$ cat src/rtl/imm_extend_pipe_if.sv
// Bus bundle for imm_extend_pipe: the decode request channel, the result channel and status.
// A transfer on either channel happens on a rising edge where valid && ready are both high.
// Valid never waits on ready, and the payload holds steady while valid is high and ready is low.
interface imm_extend_pipe_if #(
   parameter int XLEN  = 32,
   parameter int TAG_W = 32
);
   logic             in_valid;
   logic             in_ready;
   logic [31:0]      instr;
   logic [2:0]       ImmSrc;
   logic [TAG_W-1:0] in_tag;
   logic             flush;
   logic             out_valid;
   logic             out_ready;
   logic [XLEN-1:0]  ImmExt;
   logic [TAG_W-1:0] out_tag;
   logic             imm_err;
   logic [2:0]       occupancy;

   modport master (
      output in_valid, instr, ImmSrc, in_tag, flush, out_ready,
      input  in_ready, out_valid, ImmExt, out_tag, imm_err, occupancy
   );

   modport slave (
      input  in_valid, instr, ImmSrc, in_tag, flush, out_ready,
      output in_ready, out_valid, ImmExt, out_tag, imm_err, occupancy
   );
endinterface

$ cat src/rtl/imm_extend_pipe.sv
// RISC-V immediate decoder followed by an elastic, valid-tagged pipeline of STAGES registers.
// The decode is combinational at the input; each stage moves forward when the stage after it can take the entry.
module imm_extend_pipe #(
   parameter int XLEN   = 32,
   parameter int STAGES = 2,
   parameter int TAG_W  = 32
) (
   input logic             clk,
   input logic             rst_n,
   imm_extend_pipe_if.slave bus
);
   localparam int LAST = STAGES - 1;

   logic [31:0]       w_imm32;
   logic              w_sext;
   logic              w_err;
   logic [XLEN-1:0]   w_dec;
   logic [STAGES-1:0] w_go;
   logic [STAGES-1:0] w_free;
   logic [STAGES-1:0] w_valid_nxt;
   logic [2:0]        w_occ_nxt;
   logic              w_accept;

   logic [STAGES-1:0] r_valid;
   logic [XLEN-1:0]   r_data [STAGES];
   logic [TAG_W-1:0]  r_tag  [STAGES];
   logic              r_err  [STAGES];
   logic [2:0]        r_occ;

   // Formats 0..4 are built as 32-bit values and sign-extended; shamt and zimm are zero-extended.
   always_comb begin
      w_imm32 = '0;
      w_sext  = 1'b1;
      w_err   = 1'b0;
      case (bus.ImmSrc)
         3'd0: w_imm32 = {{20{bus.instr[31]}}, bus.instr[31:20]};
         3'd1: w_imm32 = {{19{bus.instr[31]}}, bus.instr[31], bus.instr[7],
                          bus.instr[30:25], bus.instr[11:8], 1'b0};
         3'd2: w_imm32 = {{20{bus.instr[31]}}, bus.instr[31:25], bus.instr[11:7]};
         3'd3: w_imm32 = {{11{bus.instr[31]}}, bus.instr[31], bus.instr[19:12],
                          bus.instr[20], bus.instr[30:21], 1'b0};
         3'd4: w_imm32 = {bus.instr[31:12], 12'b0};
         3'd5: begin
            w_sext  = 1'b0;
            w_imm32 = (XLEN == 64) ? {26'b0, bus.instr[25:20]} : {27'b0, bus.instr[24:20]};
         end
         3'd6: begin
            w_sext  = 1'b0;
            w_imm32 = {27'b0, bus.instr[19:15]};
         end
         default: w_err = 1'b1;
      endcase
      w_dec = w_sext ? XLEN'($signed(w_imm32)) : XLEN'(w_imm32);
   end

   // Backpressure ripples from the output towards stage 0 in a single cycle.
   always_comb begin : p_flow
      logic v_down_free;
      w_go        = '0;
      w_free      = '0;
      v_down_free = bus.out_ready;
      for (int k = LAST; k >= 0; k--) begin
         w_go[k]     = r_valid[k] && v_down_free;
         w_free[k]   = !r_valid[k] || w_go[k];
         v_down_free = w_free[k];
      end
   end

   assign bus.in_ready = rst_n && !bus.flush && w_free[0];
   assign w_accept     = bus.in_valid && bus.in_ready;

   always_comb begin
      w_valid_nxt    = '0;
      w_occ_nxt      = '0;
      w_valid_nxt[0] = w_accept || (r_valid[0] && !w_go[0]);
      for (int k = 1; k < STAGES; k++) begin
         w_valid_nxt[k] = w_go[k-1] || (r_valid[k] && !w_go[k]);
      end
      if (bus.flush) begin
         w_valid_nxt = '0;
      end
      for (int k = 0; k < STAGES; k++) begin
         w_occ_nxt = w_occ_nxt + 3'(w_valid_nxt[k]);
      end
   end

   always_ff @(posedge clk or negedge rst_n) begin
      if (!rst_n) begin
         r_valid <= '0;
         r_occ   <= '0;
         for (int k = 0; k < STAGES; k++) begin
            r_data[k] <= '0;
            r_tag[k]  <= '0;
            r_err[k]  <= 1'b0;
         end
      end else begin
         r_valid <= w_valid_nxt;
         r_occ   <= w_occ_nxt;
         if (w_accept) begin
            r_data[0] <= w_dec;
            r_tag[0]  <= bus.in_tag;
            r_err[0]  <= w_err;
         end
         for (int k = 1; k < STAGES; k++) begin
            if (w_go[k-1] && !bus.flush) begin
               r_data[k] <= r_data[k-1];
               r_tag[k]  <= r_tag[k-1];
               r_err[k]  <= r_err[k-1];
            end
         end
      end
   end

   assign bus.out_valid = r_valid[LAST];
   assign bus.ImmExt    = r_data[LAST];
   assign bus.out_tag   = r_tag[LAST];
   assign bus.imm_err   = r_err[LAST];
   assign bus.occupancy = r_occ;
endmodule

$ cat src/flat_wrapper.sv
// flat-port wrapper written by rule: the top's interface ports become plain ports
module imm_extend_pipe_flat 
#(
   parameter int XLEN   = 32,
   parameter int STAGES = 2,
   parameter int TAG_W  = 32
)
  (clk, rst_n, bus_in_valid, bus_instr, bus_ImmSrc, bus_in_tag, bus_flush, bus_out_ready, bus_in_ready, bus_out_valid, bus_ImmExt, bus_out_tag, bus_imm_err, bus_occupancy);
  imm_extend_pipe_if #(.XLEN(XLEN), .TAG_W(TAG_W)) bus_i ();
  input logic clk;
  input logic rst_n;
  input wire logic [$bits(bus_i.in_valid)-1:0] bus_in_valid;
  input wire logic [$bits(bus_i.instr)-1:0] bus_instr;
  input wire logic [$bits(bus_i.ImmSrc)-1:0] bus_ImmSrc;
  input wire logic [$bits(bus_i.in_tag)-1:0] bus_in_tag;
  input wire logic [$bits(bus_i.flush)-1:0] bus_flush;
  input wire logic [$bits(bus_i.out_ready)-1:0] bus_out_ready;
  output wire logic [$bits(bus_i.in_ready)-1:0] bus_in_ready;
  output wire logic [$bits(bus_i.out_valid)-1:0] bus_out_valid;
  output wire logic [$bits(bus_i.ImmExt)-1:0] bus_ImmExt;
  output wire logic [$bits(bus_i.out_tag)-1:0] bus_out_tag;
  output wire logic [$bits(bus_i.imm_err)-1:0] bus_imm_err;
  output wire logic [$bits(bus_i.occupancy)-1:0] bus_occupancy;
  assign bus_i.in_valid = bus_in_valid;
  assign bus_i.instr = bus_instr;
  assign bus_i.ImmSrc = bus_ImmSrc;
  assign bus_i.in_tag = bus_in_tag;
  assign bus_i.flush = bus_flush;
  assign bus_i.out_ready = bus_out_ready;
  assign bus_in_ready = bus_i.in_ready;
  assign bus_out_valid = bus_i.out_valid;
  assign bus_ImmExt = bus_i.ImmExt;
  assign bus_out_tag = bus_i.out_tag;
  assign bus_imm_err = bus_i.imm_err;
  assign bus_occupancy = bus_i.occupancy;
  imm_extend_pipe #(.XLEN(XLEN), .STAGES(STAGES), .TAG_W(TAG_W)) u_core (.clk(clk), .rst_n(rst_n), .bus(bus_i));
endmodule
$ cat config.mk
export PLATFORM = sky130hd
export DESIGN_NAME = imm_extend_pipe_flat
export DESIGN_NICKNAME = d
export VERILOG_FILES = /design/src/rtl/imm_extend_pipe_if.sv /design/src/rtl/imm_extend_pipe.sv /design/src/flat_wrapper.sv
export SDC_FILE = /design/constraint.sdc
export NUM_CORES = 1
export LEC_CHECK = 0
export BUFFER_PORTS_ARGS = -buffer_cell sky130_fd_sc_hd__clkbuf_2
export CAP_MARGIN = 40
export CORE_ASPECT_RATIO = 0.6
export CORE_MARGIN = 2
export CORE_UTILIZATION = 40
export CTS_BUF_LIST = sky130_fd_sc_hd__clkbuf_2
export DETAILED_ROUTE_END_ITERATION = 8
export SLEW_MARGIN = 10
export SYNTH_ARGS = -nofsm -noshare
export SYNTH_HDL_FRONTEND = slang
export SYNTH_SLANG_ARGS = --single-unit
$ cat constraint.sdc
create_clock -name clk -period 1.4 [get_ports clk]
set_input_delay 0.21 -clock clk [delete_from_list [all_inputs] [get_ports clk]]
set_output_delay 0.21 -clock clk [all_outputs]
set_load 0.005 [all_outputs]
==> results.sh, run 1 <==
export IMPL_crit_path_end_kind="register"
export IMPL_die_width_um=161
export IMPL_antenna_left=0
export IMPL_fmax_ghz=0.546
export IMPL_cp_startpoint="u_core.r_valid[1]"
export IMPL_ys_seq_elements=134
export IMPL_area_growth_pct=43.8
export IMPL_arrival_ns=2.37
export IMPL_slowest_delay_ns=0.44
export IMPL_finalCriticalPeriod_ns=1.83
export IMPL_clockBufferDepth=2
export IMPL_synth_top_family_by_area="multiplexers"
export IMPL_num_rows=34
export IMPL_synth_area_leader_cell="dfrtp_1"
export IMPL_first_iter_violations=226
export IMPL_grt_usage_pct=19.7
export IMPL_htreeDepth=4
export IMPL_tightestPinTransition_ns=0.740
export IMPL_powerDensity_nw_per_um2=1350
export IMPL_syn_area_um2=5880
export IMPL_routed_via_density=4.64
export IMPL_cp_num_cells=8
export IMPL_endpoint="u_core.bus.out_tag[13]"
export IMPL_clock_sinks=134
export IMPL_place_gp_congestion=0.772
export IMPL_antenna_found_initial=0
export IMPL_fp_dieH_um=97.9
export IMPL_violations="setup timing"
export IMPL_fillerInstances=1207
export IMPL_clkSlewWorstSetupHoldPaths_ns=0.20
export IMPL_avgSynthCellArea_um2=11.3
export IMPL_clk_latency_ns=0.68
export IMPL_reg2regPathDepth=8
export IMPL_postSynthCellCount=518
export IMPL_wl_per_cell_um=16.1
export IMPL_muxShareOfSynthArea_pct=13.5
export IMPL_die_area_um2=15700
export IMPL_nNetsFinal=809
export IMPL_vias=4386
export IMPL_cts_buffers=17
export IMPL_setup_violations=148
export IMPL_rrSetupSlack_ns=-0.43
export IMPL_status="finished, violations left"
export IMPL_ys_types=33
export IMPL_setup_slack_ns=-0.431
export IMPL_n_antenna_cell=0
export IMPL_path_cells="buf_4, buf_6, nor2b_4, nor3b_4, buf_6, buf_12, buf_12, mux2_4"
export IMPL_cts_tree="done"
export IMPL_cap_viol_max_count=0
export IMPL_fin_skew_ns=0.0405
export IMPL_cts_root_buffer="clkbuf_2"
export IMPL_start_kind="register"
export IMPL_worstPathRequired_ns=1.94
export IMPL_finalMaxSlewViolations=0
export IMPL_dp_hpwl_um=8900
export IMPL_slew_headroom_pct=50.7
export IMPL_grt_pass1_vias=4627
export IMPL_wl_um=15200
export IMPL_slowest_stage="dfrtp_1"
export IMPL_report_power_total_mw=11.4
export IMPL_post_route_util_pct=58.6
export IMPL_layout_commonest_cell="clkbuf_2"
export IMPL_yosys_area_share_xor_xnor_pct=0.277
export IMPL_grt_ovfl_total=0
export IMPL_ir_drop_v=0.000678
export IMPL_critical_path_buf_inv_count=5
export IMPL_rr_endpoint="u_core.bus.out_tag[13]"
export IMPL_synth_simple_area_share_pct=11.8
export IMPL_synthAdderAreaFrac_pct=0.213
export IMPL_grt_setup_unrepaired="true"
export IMPL_coreArea_um2=14400
export IMPL_hold_viol_final=0
export IMPL_drive_gt1_share_pct=45.2
export IMPL_crit_family="buffers and inverters"
export IMPL_portBuffers=133
export IMPL_grt_pass1_wl_um=24200
export IMPL_grt_max_degree=61
export IMPL_synth_top_area_share_pct=57.0
export IMPL_hold_path_class="primary input to register"
export IMPL_r2r_start="u_core.r_valid[1]"
export IMPL_worstSetupPathType="register to register"
export IMPL_synth_nets=591
export IMPL_power_leakage_nw=4.30
export IMPL_final_cell_mix="150 x clkbuf_2, 134 x dfrtp_1, 132 x nand2_1"
export IMPL_initial_core_util_pct=40.8
export IMPL_min_period_over_period_pct=131
export IMPL_synthTopCellsByArea="dfrtp_1 57%, mux2_1 11%, buf_4 8.6%, nand2_1 8.5%, mux2_2 1.9%"
export IMPL_yosysWarnings=0
export IMPL_crit_fanout=5
export IMPL_ys_seq_area_share_pct=57.0
export IMPL_io_pins=142
export IMPL_synth_compound_area_share_pct=5.83
export IMPL_drc_errors=0
export IMPL_firstDrtPassIters=4
-- kinds of logic after synthesis --
group / count (synthesis)
flops: 134
buf+inv: 91
simple gates: 167
xor+xnor: 1
compound gates: 52
other cells: 1
mux: 71
fa+ha+maj: 1
-- power by group --
part	internal (mW)	total, mW	switching, mW
Sequential	4.71	5.22	0.510
Combinational	2.07	3.17	1.10
Clock	1.54	2.99	1.45
-- cell usage after synthesis --
master / count
dfrtp_1: 134
nand2_1: 133
buf_4: 67
mux2_1: 55
a21oi_1: 20
buf_2: 13
nor2_1: 11
o21ai_1: 11
mux2_2: 10
buf_6: 7
nand3_1: 7
nor2b_1: 7
mux2i_1: 6
a32oi_1: 4
o211ai_2: 4
o21a_1: 4
clkbuf_1: 3
o21ai_0: 3
and2_1: 2
and3b_1: 2
nand3b_1: 2
nor3b_2: 2
a211o_1: 1
a21oi_2: 1
a31oi_1: 1
clkinv_1: 1
conb_1: 1
ha_1: 1
nand2_2: 1
o211ai_1: 1
o21bai_4: 1
o31ai_1: 1
xor2_2: 1
-- layer usage --
layer  track usage [%]  routed length, µm
met4              5.41                216
met2              32.1               7160
met5                 0                  0
met1              26.5               7020
met3              5.01                850
-- worst reg2reg max path: stages, from the launching register on --
cell     delay [ns]
dfrtp_1        0.44
buf_4          0.14
buf_6          0.10
nor2b_4        0.12
nor3b_4        0.22
buf_6          0.18
buf_12         0.11
buf_12         0.11
mux2_4         0.29
-- repair_timing --
| item | in CTS | in global routing |
|---|---|---|
| endpoints found under the setup margin | 176 | 194 |
| hold buffers | 62 | 0 |
| gates cloned | 8 | 2 |
| endpoints found under the hold margin | 203 | 0 |
| pin swaps | 2 | 1 |
| buffers inserted | 34 | 32 |
| resized for setup | 71 | 14 |
-- registers in the layout, summed over array words and instances (netlist names) --
signal                cells
u_core.bus.occupancy      2
u_core.bus.out_tag       32
u_core.r_err              1
u_core.r_tag             32
u_core.bus.ImmExt        32
u_core.bus.imm_err        1
u_core.r_valid            2
u_core.r_data            32
-- through the flow --
stage	hold slack, ns	TNS, ns	area (µm²)	cells	setup WS, ns
after floorplan	-0.0856	-2.51	5950	518	-0.0567
after global placement	0.404	-3.27	6450	781	-0.0698
after detailed placement	0.226	-5.98	6480	782	-0.119
after CTS	0.0248	-27.38	8220	917	-0.467
after global routing	0.0698	-42.96	8460	946	-0.528
final	0.103	-29.13	8460	946	-0.431
-- layout make-up --
| type | count | area, µm² | share of cell area (%) |
|---|---|---|---|
| Clock buffer | 19 | 95.1 | 1.12 |
| Clock inverter | 12 | 226 | 2.68 |
| Inverter | 1 | 3.75 | 0.0444 |
| Multi-Input combinational cell | 293 | 2160 | 25.5 |
| Sequential cell | 134 | 3350 | 39.7 |
| Tap cell | 198 | 248 | 2.93 |
| Timing Repair Buffer | 289 | 2370 | 28.1 |
-- worst min path at each step --
stage,start,end,depth (start not counted)
floorplan,rst_n,u_core.bus.ImmExt[0],0
global placement,bus_in_tag[1],u_core.r_tag[33],3
detailed placement,rst_n,u_core.bus.ImmExt[10],2
CTS,bus_in_valid,u_core.r_tag[58],5
global route,bus_ImmSrc[1],u_core.r_data[34],5
finish,bus_ImmSrc[1],u_core.r_data[33],5
Note: power is estimated with default switching activity, not from simulation.
==> run 2: changes to the inputs <==
--- a/config.mk
+++ b/config.mk
@@ -12,6 +12,7 @@
 export CORE_UTILIZATION = 40
 export CTS_BUF_LIST = sky130_fd_sc_hd__clkbuf_2
 export DETAILED_ROUTE_END_ITERATION = 8
+export PLACE_DENSITY = 0.72
 export SLEW_MARGIN = 10
 export SYNTH_ARGS = -nofsm -noshare
 export SYNTH_HDL_FRONTEND = slang
==> run 2 against run 1 <==
The run still ends with setup timing left. Fmax grew 2.1%. Clock power shrank 2%. Via count grew 0.46%. Sequential cell count is the same. Global-route usage grew 0.47 points. Setup slack gained 0.037 ns. Critical path type is now register to output pin. Largest power group unchanged. Highest routed layer unchanged.
==> results.sh, run 2 (synthesis results as in run 1) <==
export IMPL_fin_skew_ns=0.0349
export IMPL_antenna_left=0
export IMPL_path_cells="buf_6, nand3b_1, and3b_1, clkbuf_2"
export IMPL_cts_hold_buf=62
export IMPL_setup_tns_final_ns=-24.88
export IMPL_drc_errors=0
export IMPL_start_kind="register"
export IMPL_rr_endpoint="u_core.bus.ImmExt[0]"
export IMPL_cts_tree="done"
export IMPL_slew_headroom_pct=53.1
export IMPL_die_area_um2=15700
export IMPL_grt_usage_pct=20.2
export IMPL_routed_via_density=4.68
export IMPL_met1_usage_pct=26.4
export IMPL_grt_util_met3_pct=6.29
export IMPL_clock_sinks=134
export IMPL_ir_drop_v=0.000737
export IMPL_wl_um=15800
export IMPL_setup_slack_ns=-0.394
export IMPL_initial_core_util_pct=40.8
export IMPL_p_int_mw=8.05
export IMPL_grt_pass1_wl_um=24700
export IMPL_arrival_ns=1.58
export IMPL_area_growth_pct=43.0
export IMPL_seq_power_share_pct=46.6
export IMPL_hold_path_startpoint="bus_out_ready"
export IMPL_fmax_ghz=0.557
export IMPL_power_share_switching_pct=28.2
export IMPL_final_cell_mix="148 x clkbuf_2, 134 x dfrtp_1, 132 x nand2_1"
export IMPL_worstPathRequired_ns=1.19
export IMPL_powerDensity_nw_per_um2=1330
export IMPL_worstSetupPathType="register to output pin"
export IMPL_report_power_total_mw=11.2
export IMPL_met2_usage_pct=32.8
export IMPL_cap_viol_max_count=0
export IMPL_crit_path_end_kind="output pin"
export IMPL_grt_pass1_vias=4678
export IMPL_first_iter_violations=262
export IMPL_dp_hpwl_um=8680
export IMPL_coreArea_um2=14400
export IMPL_cts_buffers=17
export IMPL_reg2regPathDepth=7
export IMPL_num_rows=34
export IMPL_htreeDepth=4
export IMPL_rrSetupSlack_ns=-0.38
export IMPL_io_pins=142
export IMPL_holdPathEnd="u_core.r_valid[0]"
export IMPL_hold_viol_final=0
export IMPL_post_route_util_pct=58.3
export IMPL_wl_per_cell_um=16.8
export IMPL_finalMaxSlewViolations=0
export IMPL_vias=4406
export IMPL_critical_path_buf_inv_count=2
export IMPL_drive_gt1_share_pct=44.7
export IMPL_place_gp_congestion=0.829
export IMPL_min_period_over_period_pct=128
export IMPL_n_antenna_cell=0
export IMPL_finalCriticalPeriod_ns=1.79
export IMPL_fp_dieH_um=97.9
export IMPL_hold_path_depth=4
export IMPL_tightestPinTransition_ns=0.703
export IMPL_nNetsFinal=803
export IMPL_antenna_found_initial=0
export IMPL_status="finished, violations left"
export IMPL_violations="setup timing"
export IMPL_grt_ovfl_total=0
export IMPL_crit_family="flip-flops"
export IMPL_slowest_delay_ns=0.43
export IMPL_power_leakage_nw=4.27
export IMPL_fillerInstances=1137
export IMPL_hold_path_class="primary input to register"
export IMPL_cts_root_buffer="clkbuf_2"
export IMPL_slowest_stage="dfrtp_1"
export IMPL_firstDrtPassIters=6
export IMPL_portBuffers=133
export IMPL_layout_commonest_cell="clkbuf_2"
export IMPL_grt_max_degree=135
export IMPL_r2r_start="u_core.r_valid[1]"
export IMPL_power_frac_comb_pct=27.3
export IMPL_die_width_um=161
export IMPL_clkSlewWorstSetupHoldPaths_ns=0.19
export IMPL_grt_setup_unrepaired="true"
export IMPL_globalRoute_busiestLayer="met2"
export IMPL_clockBufferDepth=2
export IMPL_p_switching_mw=3.16
export IMPL_p_clk_share_pct=26.1
export IMPL_pre_cts_slack_ns=-0.172
export IMPL_crit_fanout=2
export IMPL_clk_latency_ns=0.68
export IMPL_setup_violations=173
[run 2: changes by cell type in the layout (fill, tap and decap cells not counted), moves of 2 or more]
cell | previous run | this run
inv_6 | 1 | 3
a21oi_1 | 18 | 20
clkbuf_2 | 150 | 148
buf_4 | 62 | 56
buf_12 | 14 | 12
buf_16 | 4 | 6
a21oi_2 | 2 | 0
[run 2: what timing repair did]
action	4_1_cts	5_1_grt
gates cloned	9	3
pin swaps	2	0
endpoints found under the setup margin	175	189
hold endpoints to repair	203	1
resized for setup	72	20
setup buffers	29	33
[run 2: power groups by stage]
stage,clock [mW],sequential [mW],combinational (mW)
after CTS,2.97,5.21,2.68
after global placement,0,5.20,1.86
final,2.92,5.22,3.07
after global routing,3.17,5.33,3.34
after floorplan,0,5.09,1.74
after detailed placement,0,5.27,1.92
[run 2: layout make-up]
class / count / area (µm²) / area share [%]
Sequential cell: 134 / 3350 / 39.9
Timing Repair Buffer: 283 / 2330 / 27.8
Multi-Input combinational cell: 293 / 2160 / 25.6
Tap cell: 198 / 248 / 2.95
Clock inverter: 14 / 223 / 2.65
Clock buffer: 18 / 90.1 / 1.07
Inverter: 1 / 3.75 / 0.0446
[run 2: worst max-delay path by stage]
| stage | start | to | cells after the start |
|---|---|---|---|
| 2_1_floorplan | u_core.r_valid[1] | u_core.bus.ImmExt[0] | 5 |
| 3_3_place_gp | u_core.r_valid[1] | u_core.bus.out_tag[10] | 4 |
| 3_5_place_dp | u_core.r_valid[1] | u_core.bus.out_tag[6] | 4 |
| 4_1_cts | u_core.r_valid[1] | bus_in_ready | 4 |
| 5_1_grt | u_core.r_valid[1] | bus_in_ready | 4 |
| 6_report | u_core.r_valid[1] | bus_in_ready | 4 |
[run 2: worst register-to-register path: cells and delay by family (launching register included)]
family                 cells  cell delay (ns)
buffers and inverters      4             0.59
DFF                        1             0.43
muxes                      1             0.30
and+or+nand+nor            2             0.37
[run 2: layer usage]
layer,vias to the layer above,share of wire [%]
met5,-,0
met4,0,0.93
met3,15,6.8
met2,155,49
met1,2163,44
li1,2073,-
[run 2: metrics by stage]
step | hold WS, ns | std cells | instance area, µm²
5_1_grt | -0.0301 | 941 | 8410
3_3_place_gp | 0.374 | 778 | 6420
6_report | 0.0259 | 941 | 8410
4_1_cts | -0.0209 | 910 | 8120
2_1_floorplan | -0.0856 | 518 | 5950
3_5_place_dp | 0.400 | 778 | 6420
==> run 3: changes to the inputs <==
--- a/config.mk
+++ b/config.mk
@@ -5,6 +5,7 @@
 export SDC_FILE = /design/constraint.sdc
 export NUM_CORES = 1
 export LEC_CHECK = 0
+export ABC_AREA = 1
 export BUFFER_PORTS_ARGS = -buffer_cell sky130_fd_sc_hd__clkbuf_2
 export CAP_MARGIN = 40
 export CORE_ASPECT_RATIO = 0.6
==> constraint.sdc (replaced) <==
create_clock -name clk -period 1.5 [get_ports clk]
set_input_delay 0.225 -clock clk [delete_from_list [all_inputs] [get_ports clk]]
set_output_delay 0.225 -clock clk [all_outputs]
set_load 0.005 [all_outputs]
==> run 3 against run 2 <==
The flow still finishes with violations (setup timing). Setup slack gained 0.11 ns. Die area rose by 0.43%. Wire length increased by 12%. Power is 19% lower. Final cell count increased by 14%. Critical path depth is 5 higher. Clock-buffer cell count rose by 1. Utilization is 0.44 points lower. Combinational power shrank 24%. Sequential share of layout area increased by 0.18 points. Clock power is 27% lower. Hold slack gained 0.061 ns. Largest cell class unchanged. Largest power group unchanged.
==> results.sh, run 3 <==
export IMPL_postSynthCellCount=671
export IMPL_clkSlewWorstSetupHoldPaths_ns=0.22
export IMPL_layout_commonest_cell="nand2_1"
export IMPL_finalMaxSlewViolations=0
export IMPL_fillerInstances=1240
export IMPL_synth_nets=744
export IMPL_hold_viol_final=0
export IMPL_die_area_um2=15800
export IMPL_ff_latch_area_um2=3350
export IMPL_synth_top_family_by_area="simple AND/OR/NAND/NOR gates"
export IMPL_die_width_um=161
export IMPL_cts_buffers=17
export IMPL_muxShareOfSynthArea_pct=0
export IMPL_synth_compound_area_share_pct=8.05
export IMPL_synthTopCellsByArea="dfrtp_1 57%, nand2_1 14%, buf_4 9.3%, o21ai_0 5.8%, nand3_1 5.3%"
export IMPL_min_period_over_period_pct=119
export IMPL_nNetsFinal=933
export IMPL_drive_gt1_share_pct=36.9
export IMPL_cts_tree="done"
export IMPL_dp_hpwl_um=8580
export IMPL_slowest_stage="dlygate4sd3_1"
export IMPL_vias=5124
export IMPL_grt_max_degree=135
export IMPL_routed_via_density=4.78
export IMPL_clock_sinks=134
export IMPL_first_iter_violations=433
export IMPL_powerDensity_nw_per_um2=1090
export IMPL_cts_root_buffer="clkbuf_2"
export IMPL_ys_types=19
export IMPL_postSynth_asyncResetShare_pct=100
export IMPL_grt_pass1_vias=4668
export IMPL_synth_area_leader_cell="dfrtp_1"
export IMPL_ir_drop_v=0.000511
export IMPL_grt_ovfl_total=0
export IMPL_yosysWarnings=0
export IMPL_yosys_area_share_xor_xnor_pct=0
export IMPL_fp_dieH_um=98.1
export IMPL_fin_skew_ns=0.0338
export IMPL_worstPathRequired_ns=2.13
export IMPL_start_kind="primary input"
export IMPL_violations="setup timing"
export IMPL_ys_top_cells_by_count="218 x nand2_1, 134 x dfrtp_1, 73 x buf_4"
export IMPL_clk_latency_ns=0.66
export IMPL_wl_um=17700
export IMPL_setup_tns_final_ns=-8.16
export IMPL_ys_seq_area_share_pct=56.8
export IMPL_grt_usage_pct=18.7
export IMPL_grt_setup_unrepaired="true"
export IMPL_drc_errors=0
export IMPL_slew_headroom_pct=52.8
export IMPL_portBuffers=133
export IMPL_path_cells="clkbuf_2, dlygate4sd3_1, inv_1, o21ai_1, nand3_1, nand3_1, dlygate4sd3_1, nand2_4, nand2_2"
export IMPL_synth_top_area_share_pct=56.8
export IMPL_arrival_ns=2.42
export IMPL_wl_per_cell_um=16.6
export IMPL_multi_input_area_um2=2040
export IMPL_area_growth_pct=41.7
export IMPL_tightestPinTransition_ns=0.708
export IMPL_status="finished, violations left"
export IMPL_setup_slack_ns=-0.288
export IMPL_crit_fanout=5
export IMPL_yosysMostFrequentCell="nand2_1"
export IMPL_num_rows=34
export IMPL_post_route_util_pct=57.9
export IMPL_htreeDepth=4
export IMPL_synth_simple_area_share_pct=20.1
export IMPL_synth_edf_count=0
export IMPL_place_gp_congestion=0.893
export IMPL_clockBufferDepth=2
export IMPL_pre_cts_slack_ns=0.0711
export IMPL_avgSynthCellArea_um2=8.80
export IMPL_initial_core_util_pct=40.8
export IMPL_firstDrtPassIters=5
export IMPL_final_area_um2=8370
export IMPL_final_cell_mix="161 x nand2_1, 146 x clkbuf_2, 134 x dfrtp_1"
export IMPL_grt_pass1_wl_um=23100
export IMPL_synthAdderAreaFrac_pct=0.212
export IMPL_setup_violations=68
export IMPL_cap_viol_max_count=0
export IMPL_io_pins=142
export IMPL_antenna_found_initial=0
export IMPL_hold_path_class="primary input to register"
export IMPL_slowest_delay_ns=0.60
export IMPL_synth_ff_type="dfrtp_1"
export IMPL_placed_area_um2=6300
export IMPL_power_leakage_nw=4.46
export IMPL_crit_path_end_kind="register"
export IMPL_antenna_left=0
export IMPL_finalCriticalPeriod_ns=1.79
export IMPL_coreArea_um2=14500
export IMPL_syn_area_um2=5900
export IMPL_whs_ns=0.0869
export IMPL_rrSetupSlack_ns=-0.18
export IMPL_worstSetupPathType="primary input to register"
export IMPL_fmax_ghz=0.559
export IMPL_ys_seq_elements=134
export IMPL_n_antenna_cell=0
[run 3: cell types whose count changed after synthesis, moves of 5 or more]
cell	delta
nor2_1	-5
a21oi_1	-10
o21ai_0	+65
nand3_1	+56
mux2i_1	-6
nand2_1	+85
clkbuf_1	+6
mux2_2	-10
mux2_1	-55
nor2b_1	-7
inv_1	+44
buf_4	+6
o21ai_1	+6
[run 3: power by group]
group          switching [mW]  internal (mW)  total [mW]
clock network            1.36          0.761        2.12
registers               0.377           4.31        4.68
logic                    1.13           1.20        2.33
total                    2.87           6.26        9.13
[run 3: worst max-delay path, delay by kind of cell]
kind,cells,cell delay [ns]
buffers and inverters,4,1.39
AO/OA/AOI/OAI,1,0.41
AND/OR/NAND/NOR,4,0.38
[run 3: cell families after synthesis]
group                    Yosys count
AND/OR/NAND/NOR                  292
AO/OA/AOI/OAI                     95
adder cells (fa/ha/maj)            1
buffers and inverters            148
flip-flops                       134
other                              1
[run 3: what timing repair did]
item                                    4_1_cts  5_1_grt
hold buffers                                 72        0
cloned                                        0       17
gates resized for setup                       2      172
endpoints found under the hold margin       203        0
endpoints found under the setup margin       20      135
pin swaps                                     3       20
buffers inserted                              9       29
[run 3: path summary, 6_finish.rpt]
path                                       start                    end  cells after the start
setup reg to reg               u_core.r_valid[1]      u_core.r_data[32]                     12
hold / removal                     bus_ImmSrc[1]        u_core.r_err[1]                      5
min in group asynchronous                  rst_n  u_core.bus.out_tag[7]                      3
hold reg to reg            u_core.bus.ImmExt[26]  u_core.bus.ImmExt[26]                      2
max in group asynchronous                  rst_n   u_core.bus.ImmExt[6]                      3
setup / recovery                   bus_ImmSrc[0]      u_core.r_data[35]                      9
[run 3: metal layers]
layer  GRT usage [%]  part of all wire, %  vias to the layer above
met5               0                    0                        -
met4            8.72                  2.2                        0
met3            6.03                  7.9                       41
met2            27.1                   44                      230
met1            25.6                   46                     2418
li1                -                    -                     2435
[run 3: layout make-up]
| class | instances | share of cell area, % |
|---|---|---|
| Timing Repair Buffer | 271 | 27.6 |
| Inverter | 47 | 2.26 |
| Tap cell | 198 | 2.96 |
| Sequential cell | 134 | 40.1 |
| Clock inverter | 13 | 1.60 |
| Multi-Input combinational cell | 389 | 24.4 |
| Clock buffer | 19 | 1.14 |
[run 3: metrics by stage]
step	power, mW	std cells
6_report	9.13	1071
5_1_grt	9.74	1071
4_1_cts	8.63	1025
3_5_place_dp	6.29	912
3_3_place_gp	6.22	912
2_1_floorplan	5.96	671
